[config.mk]
export PLATFORM = sky130hd
export DESIGN_NAME = piso_tx_ctrl
export DESIGN_NICKNAME = d
export VERILOG_FILES = /design/src/rtl/piso_pkg.sv /design/src/rtl/piso_shift_reg.sv /design/src/rtl/piso_tx_ctrl.sv
export SDC_FILE = /design/constraint.sdc
export NUM_CORES = 1
export LEC_CHECK = 0
export BUFFER_PORTS_ARGS = -buffer_cell sky130_fd_sc_hd__buf_2
export CAP_MARGIN = 20
export CORE_AREA = 2 2 39 41
export CTS_CLUSTER_DIAMETER = 50
export DETAILED_ROUTE_END_ITERATION = 16
export DIE_AREA = 0 0 41 43
export GPL_ROUTABILITY_DRIVEN = 0
export SYNTH_ARGS = -nofsm -noshare
export SYNTH_HDL_FRONTEND = slang
export SYNTH_SLANG_ARGS = --single-unit
export TNS_END_PERCENT = 10
[constraint.sdc]
create_clock -name clk -period 1.4 [get_ports clk]
set_input_delay 0.07 -clock clk [delete_from_list [all_inputs] [get_ports clk]]
set_output_delay 0.07 -clock clk [all_outputs]
set_load 0.01 [all_outputs]
[src/rtl/piso_pkg.sv]
// Shared definitions for the PISO transmit controller: state encoding,
// frame-length derivation (PISO_TX_PARITY_EN adds a parity bit) and counter sizing.
package piso_pkg;

  localparam logic [1:0] IDLE  = 2'd0;
  localparam logic [1:0] SHIFT = 2'd1;
  localparam logic [1:0] GAP   = 2'd2;

  function automatic int frame_len(input int width);
`ifdef PISO_TX_PARITY_EN
    return width + 1;
`else
    return width;
`endif
  endfunction

  function automatic int cnt_width(input int width);
    return $clog2(width + 2);
  endfunction

endpackage

[src/rtl/piso_shift_reg.sv]
// Parallel-load, right-shifting register; load wins over shift, LSB drives out.
module piso_shift_reg #(
  parameter int WIDTH = 4
) (
  input  logic             clk,
  input  logic             reset,
  input  logic             ld,
  input  logic             shift_en,
  input  logic [WIDTH-1:0] d_in,
  output logic             out
);

  logic [WIDTH-1:0] q_r;

  // Shifter storage: zero fill at the MSB on every shift.
  always_ff @(posedge clk) begin
    if (!reset) begin
      q_r <= {WIDTH{1'b0}};
    end else if (ld) begin
      q_r <= d_in;
    end else if (shift_en) begin
      q_r <= {1'b0, q_r[WIDTH-1:1]};
    end else begin
      q_r <= q_r;
    end
  end

  assign out = q_r[0];

endmodule

[src/rtl/piso_tx_ctrl.sv]
// PISO transmit sequencer: handshake load, LSB-first shift-out, idle gap, done pulse.
// Optional trailing even-parity bit when PISO_TX_PARITY_EN is defined.
module piso_tx_ctrl
  import piso_pkg::*;
#(
  parameter int WIDTH      = 4,
  parameter int GAP_CYCLES = 1
) (
  input  logic             clk,
  input  logic             reset,
  input  logic [WIDTH-1:0] in_data,
  input  logic             in_valid,
  output logic             in_ready,
  output logic             ser_out,
  output logic             ser_valid,
  output logic             busy,
  output logic             done
);

  localparam int FL = frame_len(WIDTH);
  localparam int CW = cnt_width(WIDTH);
  localparam int GW = (GAP_CYCLES > 1) ? $clog2(GAP_CYCLES) : 1;

  logic [1:0]    state_r;
  logic [1:0]    next_state_s;
  logic [CW-1:0] bit_cnt_r;
  logic [GW-1:0] gap_cnt_r;
  logic          done_r;
  logic          accept_s;
  logic          last_bit_s;
  logic          gap_end_s;
  logic          sh_out_s;
  logic          bit_s;

  assign accept_s   = in_valid && in_ready;
  assign last_bit_s = (state_r == SHIFT) && (bit_cnt_r == CW'(FL - 1));
  assign gap_end_s  = (state_r == GAP) && (gap_cnt_r == GW'(GAP_CYCLES - 1));

  piso_shift_reg #(.WIDTH(WIDTH)) u_shift (
    .clk      (clk),
    .reset    (reset),
    .ld       (accept_s),
    .shift_en (state_r == SHIFT),
    .d_in     (in_data),
    .out      (sh_out_s)
  );

`ifdef PISO_TX_PARITY_EN
  logic par_r;

  // Even parity of the accepted word, sent after the MSB.
  always_ff @(posedge clk) begin
    if (!reset) begin
      par_r <= 1'b0;
    end else if (accept_s) begin
      par_r <= ^in_data;
    end else begin
      par_r <= par_r;
    end
  end

  assign bit_s = (bit_cnt_r == CW'(WIDTH)) ? par_r : sh_out_s;
`else
  assign bit_s = sh_out_s;
`endif

  // State register.
  always_ff @(posedge clk) begin
    if (!reset) begin
      state_r <= IDLE;
    end else begin
      state_r <= next_state_s;
    end
  end

  // Next-state logic.
  always_comb begin
    next_state_s = state_r;
    case (state_r)
      IDLE: begin
        if (accept_s) next_state_s = SHIFT;
        else          next_state_s = IDLE;
      end
      SHIFT: begin
        if (last_bit_s) next_state_s = (GAP_CYCLES > 0) ? GAP : IDLE;
        else            next_state_s = SHIFT;
      end
      GAP: begin
        if (gap_end_s) next_state_s = IDLE;
        else           next_state_s = GAP;
      end
      default: next_state_s = IDLE;
    endcase
  end

  // Bit/gap counters and the registered completion pulse; reset kills a pending done.
  always_ff @(posedge clk) begin
    if (!reset) begin
      bit_cnt_r <= {CW{1'b0}};
      gap_cnt_r <= {GW{1'b0}};
      done_r    <= 1'b0;
    end else begin
      if (accept_s) begin
        bit_cnt_r <= {CW{1'b0}};
      end else if (state_r == SHIFT) begin
        bit_cnt_r <= bit_cnt_r + CW'(1);
      end else begin
        bit_cnt_r <= bit_cnt_r;
      end
      if (state_r == GAP) begin
        gap_cnt_r <= gap_cnt_r + GW'(1);
      end else begin
        gap_cnt_r <= {GW{1'b0}};
      end
      done_r <= gap_end_s || (last_bit_s && (GAP_CYCLES == 0));
    end
  end

  // Output decode; in_ready is held low whenever reset is asserted.
  always_comb begin
    in_ready  = 1'b0;
    ser_valid = 1'b0;
    ser_out   = 1'b0;
    busy      = 1'b0;
    case (state_r)
      IDLE: begin
        in_ready = reset;
      end
      SHIFT: begin
        ser_valid = 1'b1;
        ser_out   = bit_s;
        busy      = 1'b1;
      end
      GAP: begin
        busy = 1'b1;
      end
      default: begin
        in_ready = 1'b0;
      end
    endcase
  end

  assign done = done_r;

endmodule

Word level (Yosys, flattened, before mapping)

Index checks and enable logic that the tools add are counted.

Bitwise gates (word level): 2
Reductions and logical operators: 8
Muxes and demuxes: 10
Add/sub/neg operators: 2
Eq/ne operators: 3

Operators by type and width:

| operator                                      | number |
|---|---|
| 2-to-1 mux 4 bit                              | 2 |
| one-hot mux 2 bit (3 select lines)            | 1 |
| 2-to-1 mux 1 bit                              | 5 |
| 2-to-1 mux 2 bit                              | 2 |
| OR reduction 2 bit                            | 2 |
| adder 3 x 1 -> 3 bit, second input constant   | 1 |
| == test 3 x 2 -> 1 bit, second input constant | 1 |
| logical AND 1 bit                             | 3 |
| == test 2 x 1 -> 1 bit, second input constant | 1 |
| == test 2 bit, second input constant          | 1 |
| logical NOT 2 bit                             | 1 |
| NOT 1 bit                                     | 2 |
| AND reduction 2 bit                           | 1 |
| nonzero test 2 bit                            | 1 |
| adder 1 bit, second input constant            | 1 |

Word-level logic and storage cells: 30
Output and inout bits: 5
Register bits after elaboration: 11
Input bits: 7

Depth between registers and ports, before layout

Gate-level depths: netlist of run 1.

Depth after elaboration: 5
Depth in mapped cells: 5
Depth with buffers taken out: 5

By module

A second synthesis of run 1 with hierarchy kept.

Cell total of the unflattened synthesis: 52
Area total of the unflattened synthesis: 536.8 µm²

By module, submodules not included:

| module         | seq. area each (µm²) | times used | cells an instance | area an instance (µm²) |
|---|---|---|---|---|
| piso_tx_ctrl   | 140.1                | 1          | 36                | 350.3 |
| piso_shift_reg | 80.1                 | 1          | 16                | 186.4 |

Worst setup path before layout of run 1

No wires, ideal clock.

Kind: register -> register
From: reg state_r[1]
To: reg u_shift.q_r[0]
Buffers on the path: 1
Required time: 1.278 ns
Cell stages (with the launch flop): 6
Period minus slack after synthesis: 1.130 ns
Arrival: 1.008 ns
Setup time: 0.122 ns
Path slack: 0.270 ns
Cells stage by stage: dfxtp_1 > inv_1 > ha_1 > buf_6 > mux2i_1 > a21oi_1

Word-level cells in the longest chain between the ends: 4
Elaborated cells between the ends (all ways): 6
Those cells by class: eq/ne: 1; mux: 2; reduce/logical: 3

RTL lines:

| what                                                          | RTL line             | text |
|---|---|---|
| start, declared                                               | piso_tx_ctrl.sv:24   | `logic [1:0] state_r;` |
| start signal, assigned                                        | piso_tx_ctrl.sv:72   | `state_r <= next_state_s;` |
| logical NOT 2 bit                                             | piso_tx_ctrl.sv:125  | `case (state_r)` |
| 2-to-1 mux 1 bit                                              | piso_tx_ctrl.sv:125  |  |
| logical AND 1 bit                                             | piso_tx_ctrl.sv:35   | `assign accept_s = in_valid && in_ready;` |
| 2-to-1 mux 4 bit / nonzero test 2 bit (equally long branches) | --                   |  |
| end signal, assigned                                          | piso_shift_reg.sv:18 | `q_r <= {WIDTH{1'b0}};` |
| end signal, assigned                                          | piso_shift_reg.sv:20 | `q_r <= d_in;` |
| end signal, assigned                                          | piso_shift_reg.sv:22 | `q_r <= {1'b0, q_r[WIDTH-1:1]};` |
| end, declared                                                 | piso_shift_reg.sv:13 | `logic [WIDTH-1:0] q_r;` |

Several ways; a longest one is shown, not always the timed one.
A chain may end at the register's enable or synchronous reset.

Worst setup path after layout of run 1

From: reg state_r[1]
To: out ser_out

Word-level cells in the longest chain between the ends: 2

RTL lines:

| what                   | RTL line            | text |
|---|---|---|
| == test 2 x 1 -> 1 bit | piso_tx_ctrl.sv:125 |  |
| 2-to-1 mux 1 bit       | piso_tx_ctrl.sv:125 |  |
| end, declared          | piso_tx_ctrl.sv:14  | `output logic ser_out,` |

No other way between the ends.

==> impl_metrics.yaml, run 1 <==
run_status:
  outcome: "finished, final reports clean"
die:
  core_um2: 1380
  fp-row-count: 14
  dieArea_um2: 1760
  initial_core_util_pct: 37.1
  fp.dieH_um: 43
  die_w_um: 41
  ioPinCount: 12
grt:
  grt_use_met2_pct: 15.0
  busiest_layer: "met2"
  grtUsageTotal_pct: 11.4
  grt_pass1_vias: 310
  grt_max_degree: 13
  grt_pass1_wl_mm: 1.28
  grt-ovfl-total: 0
  met1_usage_pct: 13.3
  antenna_found_initial: 0
  met3_usage_pct: 4.71
yosys:
  synth_top_area_share_pct: 42.9
  syn_inst: 50
  yosysTopAreaCell: "dfxtp_1"
  ys_ff_latch: 11
  synth_area_um2: 513
  syn_avg_cell_area_um2: 10.3
  synth-seq-area-share_pct: 42.9
  synth_area_leaders: "dfxtp_1, ha_1, mux2i_1"
  syn_nets: 63
  ys_types: 19
  yosysWarnings: 0
cells_and_area:
  n_antenna_cell: 0
  drive_gt1_share_pct: 35.7
  nets: 84
  area_delta_synth_final_pct: 27.3
  final_util_pct: 47.2
critical_path:
  critPathKind: "register to primary output"
  worst-endpoint-arrival_ns: 1.26
  cp.required_ns: 1.33
  cp-end-kind: "primary output"
  crit_path_start_kind: "register"
  cp_max_fo: 6
detailed_routing:
  ant_nets: 0
  dr.first_iter.drc_count: 3
  drt-total-wl_um: 887
  drt-vias-per-instance: 4.64
  drt-pass1-iter-count: 3
  routed-via-count: 399
  wl_per_cell_um: 10.3
  drcViolationCount: 0
job:
  cap_violations: 0
timing:
  slew-limit-headroom_pct: 89.0
  worst_pin_slew_ns: 0.165
  rsz0062_at_grt: "no"
  drv_slew: 0
  skew_ns: 0.000496
  clock.fmax_mhz: 750
  finalHoldViolCount: 0
  fin_tns_setup_ns: 0
  setup_viol: 0
  setup_ws_ns: 0.0674
  period_needed_ns: 1.33
  fin_crit_sh_pct: 95.2
placed_design:
  io_buffers: 11
  pre_cts_slack_ns: 0.243
  dpl.hpwl_um: 604
clock_tree:
  clkSinkCount: 11
  clk_pin_slew_ns: 0.06
  numCtsBuffers: 3
  hold_buffers: 0
  htreeDepth: 1
  worstSkewPairLatency_ns: 0.26
  clock_path_buffers: 2
  root_buffer: "clkbuf_4"
  cts_tree: "yes"
power:
  vdd_drop_max_v: 0.000395
  p_leak_nw: 0.308
  power_density_nw_per_um2: 998
worst_hold_path:
  hold_class: "primary input to register"
[cell families after synthesis]
| kind of cell | Yosys count | share of synthesized area [%] |
|---|---|---|
| xor gates and xnor gates | 1 | 1.71 |
| adders and majority gates | 6 | 14.6 |
| DFF | 11 | 42.9 |
| AOI/OAI and AO/OA | 10 | 12.2 |
| muxes | 4 | 7.81 |
| buffers and inverters | 4 | 4.39 |
| and+or+nand+nor | 14 | 16.3 |
[synth_stat cells]
master / number
nand2_2: 2
a21oi_1: 4
and3b_1: 2
nand2b_1: 2
and2_2: 1
xnor2_1: 1
nand3_1: 1
a22oi_1: 1
buf_6: 1
dfxtp_1: 11
inv_1: 3
o21ai_0: 3
a21boi_1: 1
and2_1: 1
nand3b_1: 1
nor2_1: 4
mux2i_1: 4
ha_1: 6
a211oi_2: 1
[cell type report]
cell class / instances / area (um^2)
multi-input combinational: 35 / 270
inverter: 3 / 11.3
tap: 16 / 20.0
clock buffer: 4 / 26.3
sequential: 11 / 221
fill: 133 / 731
timing repair buffer: 17 / 104
[per-layer routing]
layer | routed length (um) | vias up
met3 | 29 | 5
li1 | - | 214
met4 | 34 | 0
met2 | 410 | 9
met1 | 412 | 171
met5 | 0 | -
[final timing paths]
kind	slack [ns]	cells past startpoint	startpoint	to
max	0.07	5	state_r[1]$_SDFF_PN0_	ser_out
min reg2reg	0.49	2	u_shift.q_r[3]$_SDFFE_PN0P_	u_shift.q_r[3]$_SDFFE_PN0P_
min	0.07	3	in_data[3]	u_shift.q_r[3]$_SDFFE_PN0P_
max reg2reg	0.18	6	state_r[1]$_SDFF_PN0_	u_shift.q_r[3]$_SDFFE_PN0P_
[layout by cell type, fill, tap and decap left out, drive strengths merged]
master,netlist,routed
and3b,2,2
and2,2,2
clkbuf,0,4
dfxtp,11,11
mux2i,4,4
nand2,2,2
nand3,1,1
o21ai,3,3
nand3b,1,1
inv,3,3
nor2,4,4
xnor2,1,1
ha,6,6
a21boi,1,1
nand2b,2,2
a22oi,1,1
a211oi,1,1
buf,1,17
a21oi,4,4
[registers in the layout (all words and copies together), names as in the netlist]
name / cells
state_r: 2
gap_cnt_r: 1
u_shift.q_r: 4
bit_cnt_r: 3
done: 1
[worst max-delay path, cell delays in order, from the launching register on]
cell and delay (ns):
dfxtp_2 0.34, inv_1 0.06, ha_1 0.19, buf_6 0.13
and2_2 0.15, buf_2 0.13
[repair_timing]
action | in CTS | in global routing
setup buffers | 0 | 5
hold endpoints to repair | 0 | 0
resized for setup | 2 | 0
endpoints found under the setup margin | 1 | 1
[report_power, final]
| part | total [mW] | switching [mW] | internal (mW) |
|---|---|---|---|
| sequential | 0.338 | 0.00882 | 0.329 |
| clock | 0.209 | 0.0993 | 0.110 |
| combinational | 0.104 | 0.0516 | 0.0528 |
| total | 0.652 | 0.160 | 0.492 |
[through the flow]
step	cell area, um^2	hold WS [ns]	std cells	power [mW]
2_1_floorplan	513	0.208	50	0.411
3_3_place_gp	584	0.351	77	0.436
3_5_place_dp	584	0.347	77	0.437
4_1_cts	616	0.0641	81	0.652
5_1_grt	653	0.0935	86	0.693
6_report	653	0.0673	86	0.652
No activity file was read; power rests on OpenSTA's default activity.
==> run 2: changes to the inputs <==
--- a/config.mk
+++ b/config.mk
@@ -12,6 +12,8 @@
 export DETAILED_ROUTE_END_ITERATION = 16
 export DIE_AREA = 0 0 41 43
 export GPL_ROUTABILITY_DRIVEN = 0
+export MAX_ROUTING_LAYER = met4
+export RECOVER_POWER = 100
 export SYNTH_ARGS = -nofsm -noshare
 export SYNTH_HDL_FRONTEND = slang
 export SYNTH_SLANG_ARGS = --single-unit
==> impl_metrics.yaml, run 2 (synthesis gave the netlist of run 1 again) <==
cells_and_area:
  final_cell_mix: "dfxtp_1, ha_1, buf_2"
  reg_top3: "u_shift.q_r x4, bit_cnt_r x3, state_r x2"
  largest_reg_flops: 4
  area_delta_synth_final_pct: 25.9
  nets: 84
  drive_gt1_share_pct: 28.6
  layout_commonest_cell: "dfxtp_1"
  n_antenna_cell: 0
  largest_register: "u_shift.q_r"
  fillCellCount: 137
placed_design:
  io_buffers: 11
  pre_cts_slack_ns: 0.243
  dpl.hpwl_um: 604
critical_path:
  critPathKind: "register to primary output"
  cp_num_buf_inv: 3
  cp_cell_sequence: "inv_1, ha_1, buf_6, and2_2, clkbuf_2"
  max_stage_delay_ns: 0.34
  crit_path_start_kind: "register"
  cp.required_ns: 1.33
  crit_family: "flip-flops"
  cp-end-kind: "primary output"
  cp_max_fo: 6
  slowest_stage: "dfxtp_2"
  worst-endpoint-arrival_ns: 1.26
clock_tree:
  hold_buffers: 0
  root_buffer: "clkbuf_4"
  worstSkewPairLatency_ns: 0.26
  clkSinkCount: 11
  numCtsBuffers: 3
  cts_tree: "yes"
  htreeDepth: 1
  clk_pin_slew_ns: 0.07
  clock_path_buffers: 2
power:
  power_density_nw_per_um2: 1010
  vdd_drop_max_v: 0.000396
  p_leak_nw: 0.292
timing:
  slew-limit-headroom_pct: 81.2
  rsz0062_at_grt: "no"
  drv_slew: 0
  finalHoldViolCount: 0
  skew_ns: 0.00119
  worst_pin_slew_ns: 0.281
  fin_tns_setup_ns: 0
  fin_crit_sh_pct: 94.7
  period_needed_ns: 1.33
  setup_ws_ns: 0.0747
  clock.fmax_mhz: 755
  setup_viol: 0
grt:
  grt-ovfl-total: 0
  grt_pass1_wl_mm: 1.27
  grt_max_degree: 13
  grtUsageTotal_pct: 11.6
  grt_pass1_vias: 310
  antenna_found_initial: 0
die:
  core_um2: 1380
  initial_core_util_pct: 37.1
  fp-row-count: 14
  dieArea_um2: 1760
  die_w_um: 41
  fp.dieH_um: 43
  ioPinCount: 12
run_status:
  outcome: "finished, final reports clean"
detailed_routing:
  routed-via-count: 395
  ant_nets: 0
  wl_per_cell_um: 10.6
  drt-pass1-iter-count: 4
  drcViolationCount: 0
  dr.first_iter.drc_count: 3
  drt-total-wl_um: 913
  drt-vias-per-instance: 4.59
worst_hold_path:
  hold_class: "primary input to register"
job:
  cap_violations: 0
## run 2: cell types whose count changed in the layout (fill, tap and decap cells not counted)
cell      previous run  this run
a21boi_0             0         1
a21boi_1             1         0
buf_2               11         6
clkbuf_1             1         5
clkbuf_2             0         1
nand2_1              0         1
nand2_2              2         1
## run 2: report_power, final
group	total, mW	switching, mW	internal (mW)
Clock	0.210	0.100	0.110
Combinational	0.102	0.0518	0.0501
Sequential	0.338	0.00900	0.329
Total	0.650	0.161	0.490
## run 2: path summary, 6_finish.rpt
kind / startpoint / endpoint / slack (ns) / depth (start not counted)
max: state_r[1]$_SDFF_PN0_ / ser_out / 0.07 / 5
min reg2reg: u_shift.q_r[3]$_SDFFE_PN0P_ / u_shift.q_r[3]$_SDFFE_PN0P_ / 0.51 / 2
max reg2reg: state_r[0]$_SDFF_PN0_ / bit_cnt_r[2]$_SDFFE_PP0P_ / 0.14 / 5
min: in_data[3] / u_shift.q_r[3]$_SDFFE_PN0P_ / 0.08 / 3
## run 2: cell type report
type | instances | area [um^2] | area share (%)
multi-input combinational | 35 | 268 | 41.5
sequential | 11 | 221 | 34.3
timing repair buffer | 17 | 98.8 | 15.3
clock buffer | 4 | 26.3 | 4.07
tap | 16 | 20.0 | 3.10
inverter | 3 | 11.3 | 1.74
## run 2: per-stage QoR
step	power [mW]	hold slack, ns	util, %	instances	cell area [um^2]
after floorplan	0.411	0.208	-	50	513
after global placement	0.436	0.351	42.2	77	584
after detailed placement	0.437	0.347	42.2	77	584
after CTS	0.652	0.0641	44.5	81	616
after global routing	0.690	0.0996	46.7	86	646
final	0.650	0.0783	46.7	86	646
## run 2: what timing repair did
item	in CTS	in global routing
endpoints found under the hold margin	0	0
resized for setup	2	0
buffers inserted	0	5
endpoints found under the setup margin	1	1
## run 2: worst min-delay path: cells and delay by family
kind,cells,cell delay (ns)
AO/OA/AOI/OAI,1,0.07
buffers and inverters,1,0.09
AND/OR/NAND/NOR,1,0.06
## run 2: routing by layer
metal / up-vias / wire length, um / track usage [%]
met5: - / 0 / -
met2: 9 / 422 / 15.0
li1: 214 / - / -
met1: 167 / 421 / 13.3
met3: 5 / 35 / 4.71
met4: 0 / 34 / 10.0
==> run 3: changes to the inputs <==
--- a/config.mk
+++ b/config.mk
@@ -5,12 +5,13 @@
 export SDC_FILE = /design/constraint.sdc
 export NUM_CORES = 1
 export LEC_CHECK = 0
+export ABC_AREA = 1
 export BUFFER_PORTS_ARGS = -buffer_cell sky130_fd_sc_hd__buf_2
-export CAP_MARGIN = 20
-export CORE_AREA = 2 2 39 41
+export CAP_MARGIN = 10
+export CORE_MARGIN = 2
+export CORE_UTILIZATION = 40
 export CTS_CLUSTER_DIAMETER = 50
 export DETAILED_ROUTE_END_ITERATION = 16
-export DIE_AREA = 0 0 41 43
 export GPL_ROUTABILITY_DRIVEN = 0
 export MAX_ROUTING_LAYER = met4
 export RECOVER_POWER = 100
==> impl_metrics.yaml, run 3 <==
run_status:
  outcome: "finished, final reports clean"
cells_and_area:
  final_cell_mix: "nand2_1, inv_1, buf_2"
  nets: 104
  seq_area_um2: 225
  fin_area_um2: 678
  reg_top3: "u_shift.q_r x4, bit_cnt_r x3, state_r x2"
  fin_cells: 105
  largest_register: "u_shift.q_r"
  multi_input_area_um2: 290
  n_antenna_cell: 0
  fillCellCount: 128
  final_util_pct: 51.5
  largest_reg_flops: 4
  layout_commonest_cell: "nand2_1"
  area_delta_synth_final_pct: 18.1
  drive_gt1_share_pct: 24.4
worst_hold_path:
  hold_path_startpoint: "in_data[3]"
  hold_class: "primary input to register"
detailed_routing:
  drcViolationCount: 0
  wl_per_cell_um: 9.86
  routed-via-count: 483
  ant_nets: 0
  drt-vias-per-instance: 4.60
  drt-pass1-iter-count: 4
  dr.first_iter.drc_count: 11
  drt-total-wl_mm: 1.04
yosys:
  synth_edf_count: 0
  synth_top_area_share_pct: 38.3
  netlist_top_cells_count: "nand2_1, inv_1, dfxtp_1, nand3_1"
  synth-seq-area-share_pct: 38.3
  ys_types: 15
  ys.flop_type: "dfxtp_1"
  yosysMostFrequentCell: "nand2_1"
  syn_nets: 89
  synth-async-reset-ratio_pct: 0
  yosysWarnings: 0
  syn_avg_cell_area_um2: 7.56
  synth_area_leaders: "dfxtp_1, ha_1, nand2_1"
  synth_area_um2: 574
  yosysTopAreaCell: "dfxtp_1"
  ys_ff_latch: 11
  syn_inst: 76
critical_path:
  crit_path_start_kind: "register"
  critPathKind: "register to primary output"
  r2r_start: "state_r[0]$_SDFF_PN0_"
  cp_max_fo: 4
  worst-endpoint-arrival_ns: 1.24
  critical_path.startpoint: "state_r[0]$_SDFF_PN0_"
  cp.required_ns: 1.33
  cp-end-kind: "primary output"
clock_tree:
  root_buffer: "clkbuf_4"
  clkSinkCount: 11
  hold_buffers: 0
  clk_pin_slew_ns: 0.07
  cts_tree: "yes"
  htreeDepth: 1
  numCtsBuffers: 3
  clock_path_buffers: 2
  worstSkewPairLatency_ns: 0.27
grt:
  grt_max_degree: 12
  antenna_found_initial: 0
  grt-ovfl-total: 0
  grtUsageTotal_pct: 13.2
  grt_pass1_wl_mm: 1.72
  grt_pass1_vias: 425
placed_design:
  pre_cts_slack_ns: 0.140
  dpl.hpwl_um: 758
  io_buffers: 11
  placed_area_um2: 633
  dp.cells: 101
die:
  ioPinCount: 12
  dieArea_um2: 1750
  die_w_um: 41.9
  initial_core_util_pct: 43.6
  fp-row-count: 13
  fp.dieH_um: 41.9
  core_um2: 1320
timing:
  drv_slew: 0
  period_needed_ns: 1.31
  clock.fmax_mhz: 761
  finalHoldViolCount: 0
  skew_ns: 0.00247
  slew-limit-headroom_pct: 85.7
  fin_tns_setup_ns: 0
  fin_crit_sh_pct: 93.8
  setup_viol: 0
  hold_ws_ns: 0.0818
  rsz0062_at_grt: "no"
  setup_ws_ns: 0.0867
  worst_pin_slew_ns: 0.215
power:
  p_sw_mw: 0.166
  p_sw_share_pct: 25.9
  total_power_mw: 0.642
  clock_power_share_pct: 33.7
  power_density_nw_per_um2: 946
  vdd_drop_max_v: 0.000482
  p_leak_nw: 0.354
  power_frac_seq_pct: 51.9
  power_frac_comb_pct: 14.4
  intPower_mw: 0.475
job:
  cap_violations: 0
## run 3: final timing paths
| check | endpoint | slack (ns) | depth (start not counted) |
|---|---|---|---|
| max | in_ready | 0.09 | 6 |
| min | u_shift.q_r[3]$_SDFFE_PN0P_ | 0.08 | 3 |
| max reg2reg | u_shift.q_r[0]$_SDFFE_PN0P_ | 0.21 | 6 |
| min reg2reg | done$_SDFF_PN0_ | 0.44 | 1 |
## run 3: logic make-up (layout without fill, tap and decap cells)
group                    after synthesis  count (layout)  share of synthesized area, %
AO/OA/AOI/OAI                          7               7                          6.10
buffers and inverters                 16              30                          13.7
adder cells (fa/ha/maj)                6               6                          13.1
XOR/XNOR                               1               1                          1.53
AND/OR/NAND/NOR                       35              35                          27.2
flip-flops                            11              11                          38.3
## run 3: what timing repair did
action / in CTS / in global routing
buffers inserted: 0 / 0
gates resized for setup: 1 / 6
endpoints found under the setup margin: 1 / 2
## run 3: final cells by class
| type | count | share of cell area, % |
|---|---|---|
| Timing Repair Buffer | 13 | 10.1 |
| Clock buffer | 4 | 3.87 |
| Inverter | 13 | 7.20 |
| Tap cell | 15 | 2.77 |
| Multi-Input combinational cell | 49 | 42.8 |
| Sequential cell | 11 | 33.2 |
## run 3: routing by layer
metal / track usage (%) / up-vias / wire (um)
li1: - / 265 / -
met3: 1.74 / 2 / 52
met2: 19.4 / 9 / 458
met1: 15.7 / 207 / 510
met4: 11.6 / 0 / 12
met5: - / - / 0
## run 3: worst max-delay path, cell delays in order (launching register included)
cell and delay, ns:
dfxtp_4 0.37, inv_1 0.06, ha_2 0.19, buf_4 0.14, nand2_1 0.05, inv_1 0.04
buf_2 0.13
## run 3: power by group through the flow
stage / Clock [mW] / Sequential (mW) / Combinational, mW
global route: 0.238 / 0.334 / 0.106
floorplan: 0 / 0.338 / 0.0669
detailed placement: 0 / 0.339 / 0.0905
CTS: 0.222 / 0.332 / 0.0913
global placement: 0 / 0.339 / 0.0882
finish: 0.216 / 0.333 / 0.0926
